===== config.mk =====
export PLATFORM = sky130hd
export DESIGN_NAME = uart_rx_fifo
export DESIGN_NICKNAME = d
export VERILOG_FILES = /design/src/rtl/uart_rx_fifo.sv
export SDC_FILE = /design/constraint.sdc
export NUM_CORES = 1
export LEC_CHECK = 0
export ABC_AREA = 0
export CAP_MARGIN = 10
export CORE_ASPECT_RATIO = 0.9
export CORE_MARGIN = 5
export CORE_UTILIZATION = 30
export DETAILED_ROUTE_END_ITERATION = 8
export SETUP_SLACK_MARGIN = 0.05
export SLEW_MARGIN = 30
export SYNTH_ARGS = -nofsm -noshare
export SYNTH_HDL_FRONTEND = slang
export SYNTH_SLANG_ARGS = --single-unit
export TNS_END_PERCENT = 100

===== constraint.sdc =====
create_clock -name i_clk -period 3.85 [get_ports i_clk]
set_input_delay 0.5775 -clock i_clk [delete_from_list [all_inputs] [get_ports i_clk]]
set_output_delay 0.5775 -clock i_clk [all_outputs]
set_load 0.05 [all_outputs]

===== src/rtl/uart_rx_fifo.sv =====
// Receive-side FWFT buffer between the UART receiver core and the bus register block.
// Captures each byte once per rdy assertion, acknowledges it, and tracks a sticky overflow.
module uart_rx_fifo #(
    parameter int DEPTH_LOG2 = 4,
    parameter int WIDTH      = 8
) (
    input  logic                  i_clk,
    input  logic                  i_rst,
    input  logic                  i_rx_rdy,
    input  logic [WIDTH-1:0]      i_rx_data,
    output logic                  o_rx_done,
    input  logic                  i_rd,
    output logic [WIDTH-1:0]      o_data,
    output logic                  o_empty,
    output logic                  o_full,
    output logic [DEPTH_LOG2:0]   o_count,
    output logic                  o_overflow,
    input  logic                  i_clr_ovf
);

    // state | meaning
    // IDLE  | ready to capture the next byte when i_rx_rdy rises
    // WAIT  | byte taken; hold off until the receiver drops i_rx_rdy
    typedef enum logic {
        IDLE = 1'b0,
        WAIT = 1'b1
    } state_t;

    localparam int DEPTH = 1 << DEPTH_LOG2;
    localparam logic [DEPTH_LOG2:0] DEPTH_C = (DEPTH_LOG2 + 1)'(DEPTH);

    state_t                  state_q, state_d;
    logic [DEPTH_LOG2-1:0]   wptr_q, wptr_d;
    logic [DEPTH_LOG2-1:0]   rptr_q, rptr_d;
    logic [DEPTH_LOG2:0]     count_q, count_d;
    logic                    done_q, done_d;
    logic                    ovf_q, ovf_d;
    logic [WIDTH-1:0]        mem_q [DEPTH];

    logic capture;
    logic pop;
    logic push;
    logic drop;

    assign o_empty    = (count_q == '0);
    assign o_full     = (count_q == DEPTH_C);
    assign o_count    = count_q;
    assign o_rx_done  = done_q;
    assign o_overflow = ovf_q;
    assign o_data     = mem_q[rptr_q];

    assign pop = i_rd && !o_empty;

    always_comb begin
        state_d = state_q;
        capture = 1'b0;
        case (state_q)
            IDLE: begin
                if (i_rx_rdy) begin
                    capture = 1'b1;
                    state_d = WAIT;
                end
            end
            WAIT: begin
                if (!i_rx_rdy) begin
                    state_d = IDLE;
                end
            end
            default: state_d = IDLE;
        endcase
    end

    // A same-cycle pop frees a slot, so a full FIFO can still accept.
    assign push = capture && (!o_full || pop);
    assign drop = capture && !push;

    always_comb begin
        wptr_d  = wptr_q;
        rptr_d  = rptr_q;
        count_d = count_q;
        done_d  = capture;
        ovf_d   = ovf_q;
        if (push) begin
            wptr_d = wptr_q + 1'b1;
        end
        if (pop) begin
            rptr_d = rptr_q + 1'b1;
        end
        if (push && !pop) begin
            count_d = count_q + 1'b1;
        end else if (pop && !push) begin
            count_d = count_q - 1'b1;
        end
        if (drop) begin
            ovf_d = 1'b1;
        end else if (i_clr_ovf) begin
            ovf_d = 1'b0;
        end
    end

    always_ff @(posedge i_clk) begin
        if (!i_rst) begin
            state_q <= IDLE;
            wptr_q  <= '0;
            rptr_q  <= '0;
            count_q <= '0;
            done_q  <= 1'b0;
            ovf_q   <= 1'b0;
        end else begin
            state_q <= state_d;
            wptr_q  <= wptr_d;
            rptr_q  <= rptr_d;
            count_q <= count_d;
            done_q  <= done_d;
            ovf_q   <= ovf_d;
        end
    end

    // Storage is intentionally left out of reset.
    always_ff @(posedge i_clk) begin
        if (i_rst && push) begin
            mem_q[wptr_q] <= i_rx_data;
        end
    end

endmodule


; Yosys cells after proc, flatten, opt, wreduce, memory -nomap -nowiden
; Memories as Yosys holds them, arrays and structs flattened. A register that Yosys moved wholly into a read port is not among the register bits.
; Cells that the tools add are included.
[totals]
out_inout_bits = 17
romBits = 0
n_memories = 1
ff_bits = 16
latch_bits = 0
ramBits = 128
inputBits = 13
[classes]
n_mux = 10
multipliers = 0
add_sub_neg = 4
eq_ne = 1
shifts = 0
magnitude_cmp = 0
div = 0
bitwise_logic = 0
n_reduce_logical = 14
[memory_table]
columns = memory, depth, width, read_ports, rd_clocked_by_memory_dff, write_ports, line_no
row1 = mem_q, 16, 8, 1, 1, 1, 38  ; logic [WIDTH-1:0] mem_q [DEPTH];
[ops]
columns = op, n
row1 = 2-to-1 mux 5 bit, 2
row2 = adder 4 x 1 -> 4 bit (second input constant), 2
row3 = 2-to-1 mux 4 bit, 2
row4 = logical AND 1 bit, 6
row5 = 2-to-1 mux 1 bit, 6
row6 = adder 5 x 1 -> 5 bit (second input constant), 1
row7 = equality test 5 bit (second input constant), 1
row8 = logical NOT 5 bit, 1
row9 = subtractor 5 x 1 -> 5 bit (second input constant), 1
row10 = logical NOT 1 bit, 4
row11 = nonzero test 2 bit, 2
row12 = logical OR 1 bit, 1

; Logic depth before layout (Yosys ltp)
[logic_depth]
depth_word = 9
ltp_mapped = 9
ltp_nobuf = 9

; Least setup slack after synthesis
; OpenSTA, ideal clock, no wires.
[synth_timing]
kind = register to register
startpoint = register count_q[0], in the netlist o_count[0]
endpoint = register count_q[3], in the netlist o_count[3]
setup_ns = 0.063
path_slack_ns = 1.050
arrival_time_ns = 2.737
t_required_ns = 3.787
stages_incl_launch_ff = 10
cell_sequence = dfxtp_1 > or4_4 > o21ai_4 > ha_1 > inv_1 > ha_1 > a21o_2 > a21oi_1 > or4b_2 > nand3_1
[synth_between]
elab_chain_len = 8
word_cells_on_any_way = 16
classes_between = add/sub (2) / eq/ne (1) / mux (2) / reduce/logical (11)
[synth_rtl]
columns = element, line_no
row1 = start: declaration, 35  ; logic [DEPTH_LOG2:0] count_q, count_d;
row2 = start signal: assignment, 113  ; count_q <= count_d;
row3 = "parallel branches: the longest is 8 deep, another holds subtractor 5 x 1 -> 5 bit", -
; Several ways; the timed one is not identified. The select of a mux whose other input is x is not followed.
; A chain may end at the register's enable or synchronous reset.

==> metrics <==
DR iter-0 viols=296; Critical Path AT=2.90 ns; number of nets in the layout=388; Boundary Pins=30; Vias/cell=4.814; Final TNS setup=0 ns; fin util=0.3670; first-pass GRT wire length=18000 um; register share of total power=0.418; worst skew pair latency=0.42 ns; routed vias=3023; most frequent cells in the layout=edfxtp_1 (128), mux4_2 (32), clkdlybuf4s50_1 (29); PwrDens=634.2 nW/um^2; dpl cell area=6506 sq um; drt wl/cell=18.27 um; final setup vio count=0; peak supply drop=0.3074 mV; clk sink count=148; DPL Wire Length=7527 um; Net Sw Frac=0.3015; Initial Util=0.3060; Post-Syn Area=5881 sq um; Int Power=3.125 mW; Root Driver=clkbuf_16; RSZ-0062 raised after global routing=false; status=finished clean; Synth cell types=38; Die Y=142.8 um; Post-CTS Repair Setup Buffers=0; Comb power frac=0.246; Max Cap Viol=0; min Tclk post-route=3.478 ns; maximum fanout along the worst path=23; Die Footprint=22510 sq um; Psw=1.349 mW; post-route ant nets=0; largest net degree at the start of global routing=33; Final WS setup=0.3724 ns; YS warnings=0; crit path kind=reg -> out; Mapped Nets=346; Slew Limit Fails=0; Max Clock Freq=0.2876 GHz; commonest non-fill, non-tap cell in the layout=edfxtp_1; Core ar.=19220 sq um; DRC Markers=0; Crit. End Element=output port; WL final=11480 um; row count=48; CP required=3.27 ns; slowest stage delay, CP=0.72 ns; fraction of layout cells with a size suffix above 1=0.2169; area grow syn2layout=19.94%; htree depth=4; Pleak=2.257 nW; Mapped Avg Cell Area=18.21 sq um; initial antenna violation count=0; DRT Pass-1 Iters=5; relative slew slack=0.3754; GPL Wtd Cong=0.6975; startpoint types=flip-flop; crit-path cells=buf_12 -> mux4_2 -> a22oi_1 -> nand2_1 -> clkdlybuf4s50_1; Chip Width=157.6 um; Inserted Diodes=0; post_cts resized=0; number of port buffers=29; cts hold-fix bufs=0; grt total ovfl=0; final instance area=7053 sq um; Tcrit/Tclk final=0.9033; Mapped Cells=323; Clock Path Buffers=2; CTS tree=done; Worst Skew=0.01780 ns; Inserted Clock Buffers=17; vias in the first global route=3113; DP Worst Slack=0.6530 ns; post-synthesis sequential area ratio=0.7217; clock share of power=0.336; post-synthesis sequential element count=148; slowest CP cell=clkdlybuf4s50_1; Tot GR Track Use=0.1088; Reg clk slew, reported paths=0.06 ns; Final Hold Viols=0; Worst Hold Class=reg -> reg; Slew @ Worst Pin=0.9335 ns
==> metal layers <==
layer,global-route usage,share of wire
met1,0.1399,0.44
met2,0.1790,0.52
met3,0.02879,0.035
met5,0,0
met4,0.03803,0.010
==> through the flow <==
| step | hold slack (ns) | power (mW) | std cells |
|---|---|---|---|
| after floorplan | 0.4811 | 2.695 | 323 |
| final | 0.5241 | 4.473 | 628 |
| after global routing | 0.5860 | 4.678 | 628 |
| after detailed placement | 0.5205 | 3.022 | 596 |
| after global placement | 0.5068 | 3.013 | 596 |
| after CTS | 0.5313 | 4.525 | 628 |
==> cell type report <==
| type | count | area (sq um) |
|---|---|---|
| tap | 250 | 312.8 |
| fill | 1770 | 12170 |
| multi-input combinational | 153 | 1550 |
| clock buffer | 17 | 425.4 |
| sequential | 148 | 4245 |
| timing repair buffer | 39 | 377.9 |
| clock inverter | 15 | 118.9 |
| inverter | 6 | 22.52 |
==> cells by family (layout without fill, tap and decap cells) <==
family,after synthesis,in the layout,share of synthesized area
AND/OR/NAND/NOR,71,71,0.06341
XOR/XNOR,5,5,0.007446
multiplexers,36,36,0.1294
flip-flops,148,148,0.7217
buffers and inverters,22,77,0.01511
adder cells (fa/ha/maj),10,10,0.02255
AO/OA/AOI/OAI,31,31,0.04043
==> power by group through the flow <==
stage | clock [mW] | sequential (mW) | combinational (mW)
after floorplan | 0 | 1.92 | 0.774
after global placement | 0 | 1.90 | 1.11
after detailed placement | 0 | 1.91 | 1.11
after CTS | 1.53 | 1.87 | 1.12
after global routing | 1.61 | 1.88 | 1.18
final | 1.50 | 1.87 | 1.10
==> Yosys cell counts <==
cell / count / area share
xnor2_1: 5 / 0.0074
clkbuf_1: 9 / 0.0057
nor3b_1: 1 / 0.0013
nor3_1: 3 / 0.0026
a21o_2: 1 / 0.0015
fa_1: 1 / 0.0034
a31oi_1: 1 / 0.0011
o22ai_1: 1 / 0.0011
nand4b_1: 1 / 0.0015
o21a_1: 3 / 0.0038
nand2_1: 13 / 0.0083
ha_1: 9 / 0.019
or4_4: 1 / 0.0019
and3_1: 1 / 0.0011
nor4_1: 4 / 0.0043
a22oi_1: 16 / 0.020
buf_2: 4 / 0.0034
and2_1: 11 / 0.012
buf_1: 2 / 0.0013
a31oi_2: 1 / 0.0021
edfxtp_1: 128 / 0.65
nor2_1: 13 / 0.0083
o21ai_4: 1 / 0.0028
mux2i_1: 4 / 0.0068
dfxtp_1: 20 / 0.068
clkbuf_2: 1 / 0.00085
mux4_2: 32 / 0.12
o21ai_0: 2 / 0.0017
nand3_1: 12 / 0.010
a21oi_1: 3 / 0.0026
inv_1: 6 / 0.0038
o211ai_2: 1 / 0.0021
or3_1: 1 / 0.0011
nand4_1: 1 / 0.0011
nor2b_1: 5 / 0.0053
a211oi_1: 1 / 0.0013
or4b_2: 1 / 0.0017
nand2b_1: 3 / 0.0032
==> worst max-delay path: cells and delay by family (launching register included) <==
| kind | cells | cell delay [ns] |
|---|---|---|
| mux | 1 | 0.53 |
| simple gates | 1 | 0.11 |
| buf+inv | 2 | 1.00 |
| compound gates | 1 | 0.27 |
| flops | 1 | 0.56 |
==> flip-flops by register name, summed over array words and instances, names as in the netlist, named ones only <==
name        cells
o_count         5
state_q         1
mem_q         128
o_rx_done       1
o_overflow      1
rptr_q          4
wptr_q          4
==> path summary, 6_finish.rpt <==
kind	from	to	slack [ns]	depth (start not counted)
setup / recovery	flip-flop	o_data[2]	0.37	5
hold / removal	wptr_q[1]$_SDFFE_PN0N_	wptr_q[1]$_SDFFE_PN0N_	0.52	2
setup reg to reg	o_count[0]$_SDFFE_PN0P_	o_count[3]$_SDFFE_PN0P_	1.07	9
hold reg to reg	wptr_q[1]$_SDFFE_PN0N_	wptr_q[1]$_SDFFE_PN0N_	0.52	2
Power figures use the tool's default switching activity.
